File: src/rtl/spwm_pkg.sv
// Shared definitions for the SPWM frequency path: legal frequency range,
// button step sizes, the frequency type and the slew FSM encoding.
package spwm_pkg;

  localparam int F_DEFAULT = 60;
  localparam int F_MIN     = 1;
  localparam int F_MAX     = 120;
  localparam int STEP_FINE = 10;

  typedef logic [7:0] freq_t;

  typedef enum logic [1:0] {
    IDLE      = 2'd0,
    WAIT_TICK = 2'd1,
    WAIT_SYNC = 2'd2
  } slew_state_t;

  // Saturate a 9-bit step result into [F_MIN, F_MAX]; borrow marks an
  // underflowed subtraction, which always lands on F_MIN.
  function automatic freq_t sat_freq(input logic [8:0] v, input logic borrow);
    if (borrow || (v < 9'(F_MIN))) begin
      return freq_t'(F_MIN);
    end else if (v > 9'(F_MAX)) begin
      return freq_t'(F_MAX);
    end else begin
      return v[7:0];
    end
  endfunction

endpackage

File: src/rtl/frec_cmd_arb.sv
// Command arbiter: picks the frequency command for this cycle (UART or
// buttons), applies the 9-bit saturating step, and flags discarded commands.
module frec_cmd_arb
  import spwm_pkg::*;
(
  input  logic [7:0] target,
  input  logic       Selec,
  input  logic       Aumenta,
  input  logic       Disminuye,
  input  logic       Fino,
  input  logic       rx_valid,
  input  logic [7:0] Rx,
  output logic [7:0] next_target,
  output logic       target_we,
  output logic       reject
);

  logic [8:0] step;
  logic [8:0] sum;
  logic [8:0] diff;
  logic       borrow;

  // Step arithmetic is carried in 9 bits so neither direction can wrap.
  always_comb begin
    step   = Fino ? 9'(STEP_FINE) : 9'd1;
    sum    = {1'b0, target} + step;
    diff   = {1'b0, target} - step;
    borrow = ({1'b0, target} < step);
  end

  // Fixed priority: UART owns the target when Selec=1, buttons otherwise.
  always_comb begin
    next_target = target;
    target_we   = 1'b0;
    reject      = 1'b0;
    if (Selec) begin
      if (rx_valid) begin
        if ((Rx >= 8'(F_MIN)) && (Rx <= 8'(F_MAX))) begin
          next_target = Rx;
          target_we   = 1'b1;
        end else begin
          reject = 1'b1;
        end
      end
    end else begin
      if (Aumenta && Disminuye) begin
        reject = 1'b1;
      end else if (Aumenta) begin
        next_target = sat_freq(sum, 1'b0);
        target_we   = 1'b1;
      end else if (Disminuye) begin
        next_target = sat_freq(diff, borrow);
        target_we   = 1'b1;
      end
    end
  end

endmodule

File: src/rtl/frec_ramp_ctrl.sv
// Frequency slew controller: holds the clamped target and walks the applied
// frequency toward it 1 Hz at a time, releasing each new value to the SPWM
// generator only on a carrier-period boundary.
//
// Strobe semantics: Aumenta, Disminuye, rx_valid and pwm_sync are one-cycle
// strobes sampled on the rising clock edge with no back-pressure; a strobe
// that is not acted on in its cycle is gone. frec_load and cmd_reject are
// one-cycle strobes produced the same way.
module frec_ramp_ctrl
  import spwm_pkg::*;
#(
  parameter int RAMP_DIV = 1000
) (
  input  logic       clock,
  input  logic       Restablecer,
  input  logic       Aumenta,
  input  logic       Disminuye,
  input  logic       Fino,
  input  logic       Selec,
  input  logic       rx_valid,
  input  logic [7:0] Rx,
  input  logic       pwm_sync,
  output logic [7:0] Frec,
  output logic       frec_load,
  output logic       ramping,
  output logic       cmd_reject,
  output logic [1:0] slew_state
);

  localparam int            PW         = (RAMP_DIV > 1) ? $clog2(RAMP_DIV) : 1;
  localparam logic [PW-1:0] PRESC_LAST = PW'(RAMP_DIV - 1);

  slew_state_t   state;
  slew_state_t   state_next;
  logic [PW-1:0] presc;
  logic [PW-1:0] presc_next;
  logic [7:0]    target;
  logic [7:0]    arb_target;
  logic          arb_we;
  logic          arb_reject;
  logic [7:0]    frec_next;
  logic          load_next;

  frec_cmd_arb u_arb (
    .target      (target),
    .Selec       (Selec),
    .Aumenta     (Aumenta),
    .Disminuye   (Disminuye),
    .Fino        (Fino),
    .rx_valid    (rx_valid),
    .Rx          (Rx),
    .next_target (arb_target),
    .target_we   (arb_we),
    .reject      (arb_reject)
  );

  // Slew FSM next state, prescaler and frequency update. Target changes
  // during a ramp leave the prescaler running; they only steer the next step.
  always_comb begin
    state_next = state;
    presc_next = presc;
    frec_next  = Frec;
    load_next  = 1'b0;
    case (state)
      IDLE: begin
        presc_next = '0;
        if (target != Frec) begin
          state_next = WAIT_TICK;
        end
      end
      WAIT_TICK: begin
        if (target == Frec) begin
          state_next = IDLE;
          presc_next = '0;
        end else if (presc == PRESC_LAST) begin
          state_next = WAIT_SYNC;
          presc_next = '0;
        end else begin
          presc_next = presc + PW'(1);
        end
      end
      WAIT_SYNC: begin
        if (pwm_sync) begin
          presc_next = '0;
          if (target == Frec) begin
            state_next = IDLE;
          end else begin
            frec_next  = (target > Frec) ? (Frec + 8'd1) : (Frec - 8'd1);
            load_next  = 1'b1;
            state_next = (frec_next == target) ? IDLE : WAIT_TICK;
          end
        end
      end
      default: begin
        state_next = IDLE;
        presc_next = '0;
      end
    endcase
  end

  // State, target and output registers; reset restores the power-up setting.
  always_ff @(posedge clock) begin
    if (!Restablecer) begin
      state      <= IDLE;
      presc      <= '0;
      target     <= 8'(F_DEFAULT);
      Frec       <= 8'(F_DEFAULT);
      frec_load  <= 1'b0;
      ramping    <= 1'b0;
      cmd_reject <= 1'b0;
    end else begin
      state      <= state_next;
      presc      <= presc_next;
      Frec       <= frec_next;
      frec_load  <= load_next;
      ramping    <= (state != IDLE);
      cmd_reject <= arb_reject;
      if (arb_we) begin
        target <= arb_target;
      end
    end
  end

  assign slew_state = state;

endmodule

File: config.mk
export PLATFORM = sky130hd
export DESIGN_NAME = frec_ramp_ctrl
export DESIGN_NICKNAME = d
export VERILOG_FILES = /design/src/rtl/spwm_pkg.sv /design/src/rtl/frec_cmd_arb.sv /design/src/rtl/frec_ramp_ctrl.sv
export SDC_FILE = /design/constraint.sdc
export NUM_CORES = 1
export LEC_CHECK = 0
export ABC_AREA = 1
export BUFFER_PORTS_ARGS = -buffer_cell sky130_fd_sc_hd__buf_2
export CELL_PAD_IN_SITES_DETAIL_PLACEMENT = 0
export CELL_PAD_IN_SITES_GLOBAL_PLACEMENT = 1
export CORE_ASPECT_RATIO = 0.8
export CORE_UTILIZATION = 42
export CTS_CLUSTER_SIZE = 40
export DETAILED_ROUTE_END_ITERATION = 10
export HOLD_SLACK_MARGIN = 0.12
export PLACE_DENSITY_LB_ADDON = 0.15
export SLEW_MARGIN = 5
export SYNTH_ARGS = -nofsm -noshare
export SYNTH_HDL_FRONTEND = slang
export SYNTH_HIERARCHICAL = 1
export SYNTH_SLANG_ARGS = --single-unit
File: constraint.sdc
create_clock -name clock -period 3.22 [get_ports clock]
set_input_delay 0.483 -clock clock [delete_from_list [all_inputs] [get_ports clock]]
set_output_delay 0.483 -clock clock [all_outputs]
set_load 0.005 [all_outputs]
Yosys cells after proc, flatten, opt, wreduce, memory -nomap -nowiden:

Cells that the tools add are included.

* $add $sub $neg: 5
* magnitude comparators: 8
* equality and inequality tests: 12
* multiplexer cells: 34
* bitwise gates (word level): 1
* reductions and logical operators: 10

Operator list (count)
* 2-to-1 mux 8 bit: 11
* 2-to-1 mux 10 bit: 3
* case mux 10 bit (2 select lines): 1
* > comparator 9 x 7 -> 1 bit (second input constant): 2
* less-than comparator 9 x 1 -> 1 bit (second input constant): 2
* == test 8 bit: 2
* 2-to-1 mux 1 bit: 13
* adder 10 x 1 -> 10 bit (second input constant): 1
* == test 10 bit (second input constant): 1
* adder 8 x 9 -> 9 bit: 1
* less-than comparator 8 x 9 -> 1 bit: 1
* AND reduction 3 bit: 3
* subtractor 8 x 9 -> 9 bit: 1
* adder 8 x 1 -> 8 bit (second input constant): 1
* >= comparator 8 x 1 -> 1 bit (second input constant): 1
* > comparator 8 bit: 1
* less-or-equal comparator 8 x 7 -> 1 bit (second input constant): 1
* 2-to-1 mux 2 bit: 4
* inequality test 8 bit: 1
* subtractor 8 x 1 -> 8 bit (second input constant): 1
* inequality test 2 bit (second input constant): 3
* case mux 2 bit (3 select lines): 1
* AND reduction 5 bit: 1
* 2-to-1 mux 4 bit: 1
* 10 further kinds: 12

* flip-flop bits (word level): 31
* bits of input ports: 16
* output and inout bits: 13
* word-level logic and storage cells: 77

Depth between registers and ports, before layout:

Gate-level depths: netlist of run 1.

* depth after elaboration: 9
* gate-level depth with buffers: 25
* mapped depth without buffers: 25

Hierarchy:

The synthesis of run 1 kept the hierarchy.

Modules (own cells, without submodules)
* frec_ramp_ctrl: instances 1, cells each 284, area an instance 1956.9 um^2, seq. area each 620.6 um^2
* frec_cmd_arb: instances 1, cells each 239, area an instance 1207.4 um^2, seq. area each 0.0 um^2

Worst setup path before layout of run 1:

No wires, ideal clock.

* path type: flip-flop to flip-flop
* from: reg Frec[7]
* to: reg state[0] (netlist: slew_state[0])
* library setup time: 0.117 ns
* arrival: 2.621 ns
* data required time: 3.103 ns
* slack: 0.482 ns
* cell stages (with the launch flop): 19
* path buffers: 0
* period minus slack after synthesis: 2.738 ns
* path through: dfxtp_1 > inv_1 > ha_1 > nand2_1 > nor2_1 > nand4_2 > nand2_1 > inv_1 > fa_1 > a21oi_1 > o21ai_0 > nor2_1 > nand3_1 > nor2_1 > nand2_1 > nor2_1 > nand3_1 > nand2_1 > a21oi_1

* word-level cells in the longest chain between the ends: 7
* elaborated cells between the ends (all ways): 15
* classes of those cells: 2 x add/sub; 1 x order compare; 5 x eq/ne; 6 x mux; 1 x reduce/logical

Ends and longest elaborated chain
* from (decl): line frec_ramp_ctrl.sv:23 `output logic [7:0] Frec,`
* from (signal assigned): line frec_ramp_ctrl.sv:107 `Frec <= 8'(F_DEFAULT);`
* from (signal assigned): line frec_ramp_ctrl.sv:114 `Frec <= frec_next;`
* subtractor 8 x 1 -> 8 bit, or another cell as far along: line frec_ramp_ctrl.sv:88 `frec_next = (target > Frec) ? (Frec + 8'd1) : (Frec - 8'd1);`
* 2-to-1 mux 8 bit: line frec_ramp_ctrl.sv:88
* == test 8 bit: line frec_ramp_ctrl.sv:90 `state_next = (frec_next == target) ? IDLE : WAIT_TICK;`
* 2-to-1 mux 1 bit: line frec_ramp_ctrl.sv:90
* 2-to-1 mux 1 bit: line frec_ramp_ctrl.sv:85 `if (target == Frec) begin`
* 2-to-1 mux 2 bit: line frec_ramp_ctrl.sv:83 `if (pwm_sync) begin`
* case mux 2 bit (3 select lines): line frec_ramp_ctrl.sv:64 `case (state)`
* to (signal assigned): line frec_ramp_ctrl.sv:112 `state <= state_next;`
* to (decl): line frec_ramp_ctrl.sv:33 `slew_state_t state;`

Parallel ways exist; a longest one is shown, timed or not. The select of a mux whose other input is x is not followed.
A chain may end at the register's enable or synchronous reset.

Final worst setup path of run 1:

Ends and elaborated chain as after synthesis.

==> results.json, run 1 <==
{
  "p_per_area_nw_per_um2": 435.1,
  "required_ns": 3.40,
  "cts_inserted_buffers": 5,
  "status": "finished clean",
  "synth_seq_area_share_pct": 19.61,
  "synth_area_sq_um": 3164,
  "die_x_microns": 99.05,
  "power.total_mw": 1.558,
  "synth-seq-cells": 31,
  "drive_gt1_share_pct": 15.51,
  "period_share_pct": 92.80,
  "htree_levels": 2,
  "fin_cells": 648,
  "final_core_util_pct": 50.48,
  "wl_per_cell_microns": 13.80,
  "num_rows": 27,
  "synth-edff-count": 0,
  "syn_to_final_growth_pct": 13.17,
  "critical_path_class": "flip-flop to flip-flop",
  "num_vias": 3414,
  "ir_drop_uv": 254.0,
  "final_nets": 602,
  "finalSetupTns_ns": 0,
  "synth.top_cell.area_share_pct": 19.61,
  "fin_area_sq_um": 3581,
  "max_cap_viol_count": 0,
  "drc": 0,
  "yosys.area.top_type": "dfxtp_1",
  "drv_slew": 0,
  "hold_viol": 0,
  "avgViaCountPerCell": 5.269,
  "grt_pass1_vias": 3028,
  "grt_pass1_wl_microns": 15000,
  "dieArea_sq_um": 7887,
  "antenna_found_initial": 0,
  "dp.cells": 640,
  "n_antenna_cell": 0,
  "setup_viol": 0,
  "yosysMostFrequentCell": "nand2_1",
  "leakage_nw": 1.856,
  "overflow": 0,
  "drt-initial-drc-count": 253,
  "synth_common_cells": "nand2_1, inv_1, nand3_1",
  "clk_path_buf_depth": 2,
  "finClkSkew_ns": 0.006652,
  "tightest_slew_ns": 0.4591,
  "wl_microns": 8942,
  "start_util_pct": 44.60,
  "routabilityCongestion": 0.8882,
  "synth_nets": 565,
  "ctsHoldBuffers": 0,
  "cts.sinks": 31,
  "cp-end-kind": "flip-flop",
  "firstDrtPassIters": 6,
  "async_flop_share_pct": 0,
  "io_buffers": 28,
  "synth_flop_cell": "dfxtp_1",
  "placedInstanceArea_sq_um": 3441,
  "yosysWarnings": 6,
  "syn_avg_cell_area_sq_um": 6.050,
  "clk_latency_ns": 0.29,
  "ant_nets": 0,
  "grt_max_degree": 15,
  "rsz0062_at_grt": "false",
  "hpwl_microns": 7179,
  "fmax_mhz": 334.7,
  "cts_tree": "yes",
  "cp_max_fo": 6,
  "ctsRootBufferMaster": "clkbuf_8",
  "clk_pin_slew_ns": 0.07,
  "io_pins": 29,
  "crit_arrival_ns": 3.17,
  "core_sq_um": 7094,
  "fin_crit_ns": 2.988,
  "synthCells": 523,
  "start_kind": "flip-flop",
  "synth_cell_type_count": 44,
  "grt_util_all_layers_pct": 24.24,
  "dieHeight_microns": 79.64,
  "synth_top_cells_by_area": "dfxtp_1, nand2_1, ha_1",
  "maxSlewHeadroom_pct": 69.29,
  "min_path_type": "flip-flop to flip-flop"
}
## path summary, 6_finish.rpt
path	endpoint	startpoint	slack, ns	cells past startpoint
setup / recovery	slew_state[0]	Frec[7]	0.23	19
hold / removal	presc[1]	presc[1]	0.49	2
setup reg to reg	slew_state[0]	Frec[7]	0.23	19
hold reg to reg	presc[1]	presc[1]	0.49	2
## layout make-up
cell class	instances	area, sq um
Timing Repair Buffer	39	222.7
Sequential cell	31	621.8
Fill cell	774	3513
Clock inverter	3	43.79
Tap cell	87	108.9
Inverter	83	329.1
Multi-Input combinational cell	400	2186
Clock buffer	5	68.82
## registers in the layout, summed over array words and instances (netlist names)
name,count
ramping,1
cmd_reject,1
Frec,8
target,8
presc,10
slew_state,2
frec_load,1
## stage by stage
step | setup WS [ns] | hold slack (ns)
2_1_floorplan | 0.4820 | 0.4607
3_5_place_dp | 0.008252 | 0.4875
5_1_grt | 0.00004996 | 0.5117
4_1_cts | 0.03386 | 0.4972
3_3_place_gp | 0.1137 | 0.4728
6_report | 0.2319 | 0.4917
## where the power goes
part / switching (mW) / leakage, nW / internal [mW]
Combinational: 0.483 / 1.55 / 0.264
Sequential: 0.0160 / 0.253 / 0.401
Clock: 0.164 / 0.0581 / 0.230
## timing repair
item / in CTS / in global routing
gates cloned: 0 / 0
buffers inserted: 0 / 0
resized for setup: 1 / 5
setup endpoints to repair: 1 / 2
## logic make-up after synthesis
logic type | after synthesis | share of synthesized area, %
simple gates | 295 | 43.30
fa+ha+maj | 26 | 10.99
buf+inv | 92 | 12.14
flops | 31 | 19.61
xor+xnor | 2 | 0.5537
compound gates | 77 | 13.41
## cells in the final DEF, fill, tap and decap left out, types with 4 or more instances in the layout
master / instances
o21ai_1: 4
a21oi_1: 33
buf_2: 28
nor3_1: 5
nand2_1: 152
buf_4: 11
nand3_1: 54
dfxtp_1: 30
o211ai_1: 5
nand4_1: 8
nor2_1: 42
nand2_2: 5
inv_1: 69
clkbuf_8: 5
inv_2: 9
nor2_4: 7
o21ai_0: 24
ha_1: 21
## critical path: stages (launching register included)
cell	delay, ns
dfxtp_2	0.39
inv_1	0.10
ha_1	0.30
nand2_1	0.10
nor2_4	0.15
nand2_1	0.07
nand2_1	0.08
nand2_1	0.14
buf_4	0.20
ha_2	0.38
nand2_1	0.08
or2_1	0.25
nand4_1	0.10
nand2_1	0.08
nand2_1	0.06
nand2_1	0.07
nor2_1	0.12
nand3_1	0.09
nand2_1	0.06
a21oi_1	0.05
## metal layers
| layer | wire length [microns] | global-route usage (%) |
|---|---|---|
| met2 | 3510 | 35.03 |
| met4 | 34 | 3.433 |
| met1 | 4751 | 37.49 |
| met3 | 646 | 4.291 |
| met5 | 0 | 0 |
No activity file was read; power rests on OpenSTA's default activity.
==> run 2, diff against run 1 <==
- CORE_UTILIZATION: 42 -> 35
==> run 2 against run 1 <==
Compared with the run above: design area increased by 1.2%; maximum frequency shrank 1.1%; via count decreased by 0.64%; non-clock buffer count unchanged; critical path depth increased by 1; first-iteration DRC count shrank 17%; flip-flop and latch count unchanged; critical endpoint unchanged; highest routed layer unchanged.
==> results.json, run 2 (same netlist as run 1, synthesis figures left out) <==
{
  "status": "finished clean",
  "fillers": 962,
  "io_pins": 29,
  "power.total_mw": 1.604,
  "hpwl_microns": 7361,
  "maxSlewHeadroom_pct": 72.14,
  "start_util_pct": 36.65,
  "reg.largest.list": "presc x10, Frec x8, target x8",
  "antenna_found_initial": 0,
  "grt_pass1_wl_microns": 15280,
  "avgViaCountPerCell": 5.040,
  "largest_reg_flops": 10,
  "ctsHoldBuffers": 0,
  "dr_wl_met3_microns": 439,
  "slowest_stage": "fa_1",
  "critical_path.max_stage_delay_ns": 0.40,
  "tightest_slew_ns": 0.4165,
  "wl_met2_microns": 3713,
  "wl_met1_microns": 5002,
  "core_sq_um": 8633,
  "layout_commonest_cell": "nand2_1",
  "fin_crit_ns": 3.022,
  "dieHeight_microns": 87.05,
  "leakage_nw": 1.868,
  "largest_register": "presc",
  "cp_max_fo": 6,
  "mostFrequentLayoutCells": "nand2_1, inv_1, nand3_1",
  "wl_per_cell_microns": 13.68,
  "rsz0062_at_grt": "false",
  "fmax_mhz": 331.0,
  "r2r_slack_ns": 0.20,
  "num_rows": 30,
  "start_kind": "flip-flop",
  "grt_max_degree": 15,
  "critical_path_class": "flip-flop to flip-flop",
  "ir_drop_uv": 225.3,
  "finalSetupTns_ns": 0,
  "firstDrtPassIters": 5,
  "clk_pin_slew_ns": 0.05,
  "fin_area_sq_um": 3622,
  "max_cap_viol_count": 0,
  "drt-initial-drc-count": 209,
  "drc": 0,
  "clk_latency_ns": 0.27,
  "wl_microns": 9206,
  "die_x_microns": 108.3,
  "clk_path_buf_depth": 2,
  "syn_to_final_growth_pct": 14.47,
  "p_sw_share_pct": 41.25,
  "n_antenna_cell": 0,
  "period_share_pct": 93.84,
  "routed.top_layer": "met4",
  "fin_cells": 673,
  "p_int_mw": 0.9422,
  "hold_viol": 0,
  "routabilityCongestion": 0.8435,
  "p_comb_share_pct": 45.9,
  "ctsRootBufferMaster": "clkbuf_16",
  "min_path_type": "flip-flop to flip-flop",
  "ant_nets": 0,
  "p_switching_mw": 0.6615,
  "io_buffers": 28,
  "htree_levels": 2,
  "final_nets": 602,
  "cp-end-kind": "flip-flop",
  "path_cells": "inv_1 > ha_1 > a21o_1 > nor2_1 > nand2_1 > nand2_4 > inv_1 > fa_1 > inv_1 > nand2_1 > nand3b_1 > nand2_1 > nor2_1 > nand3_1 > nor2_1 > nand2_1 > nor2_1 > nand3_1 > nand2_1 > a21oi_1",
  "placedInstanceArea_sq_um": 3465,
  "drv_slew": 0,
  "finClkSkew_ns": 0.004515,
  "setup_viol": 0,
  "cts.sinks": 31,
  "p_per_area_nw_per_um2": 442.7,
  "pwr-share-seq_pct": 26.1,
  "drive_gt1_share_pct": 14.97,
  "cts_tree": "yes",
  "overflow": 0,
  "dieArea_sq_um": 9427,
  "clkPwrFrac_pct": 28.0,
  "dp.cells": 664,
  "grt_pass1_vias": 3082,
  "final_core_util_pct": 41.96,
  "crit_top_cell": "nand2_1",
  "cts_inserted_buffers": 5,
  "grt_util_all_layers_pct": 20.47,
  "num_vias": 3392,
  "required_ns": 3.39,
  "crit_arrival_ns": 3.19
}
==> run 2: changes by cell type in the layout (fill, tap and decap cells not counted), sizes merged <==
cell    previous run  this run
clkbuf             5         7
clkinv             5         4
bufinv             1         0
==> run 2: final timing paths <==
check                start       endpoint  cells past startpoint
setup / recovery   Frec[7]  slew_state[0]                     20
hold / removal    presc[1]       presc[1]                      2
setup reg to reg   Frec[7]  slew_state[0]                     20
hold reg to reg   presc[1]       presc[1]                      2
==> run 2: power groups by stage <==
stage	Sequential (mW)	Clock, mW	Combinational (mW)
6_report	0.418	0.449	0.737
5_1_grt	0.420	0.480	0.832
4_1_cts	0.418	0.457	0.714
3_5_place_dp	0.426	0	0.709
3_3_place_gp	0.426	0	0.710
2_1_floorplan	0.430	0	0.525
==> run 2: layout make-up <==
type	count	area (sq um)	share of cell area (%)
Clock inverter	1	5.005	0.1382
Multi-Input combinational cell	400	2170	59.90
Timing Repair Buffer	39	222.7	6.149
Clock buffer	7	132.6	3.661
Tap cell	112	140.1	3.869
Inverter	83	329.1	9.085
Sequential cell	31	623.1	17.20
==> run 2: critical path, delay by kind of cell (launching register included) <==
family          cells  cell delay, ns
buf+inv             3            0.28
flops               1            0.37
compound gates      2            0.23
fa+ha+maj           2            0.72
simple gates       13            1.31
==> run 2: repair_timing <==
| item | 4_1_cts | 5_1_grt |
|---|---|---|
| gates resized for setup | 1 | 4 |
| setup endpoints to repair | 1 | 2 |
| buffers inserted | 0 | 1 |
| pin swaps | 0 | 1 |
==> run 2: routing by layer <==
metal / vias up / GRT usage [%]
met5: - / 0
met1: 1516 / 31.52
li1: 1776 / -
met4: 0 / 2.334
met3: 8 / 2.693
met2: 92 / 30.80
==> run 2: metrics by stage <==
stage | worst slack, ns | hold slack, ns
6_report | 0.1985 | 0.4918
3_5_place_dp | -0.007154 | 0.4857
5_1_grt | 0.01391 | 0.5329
2_1_floorplan | 0.4820 | 0.4607
4_1_cts | 0.05095 | 0.4930
3_3_place_gp | 0.04209 | 0.4809
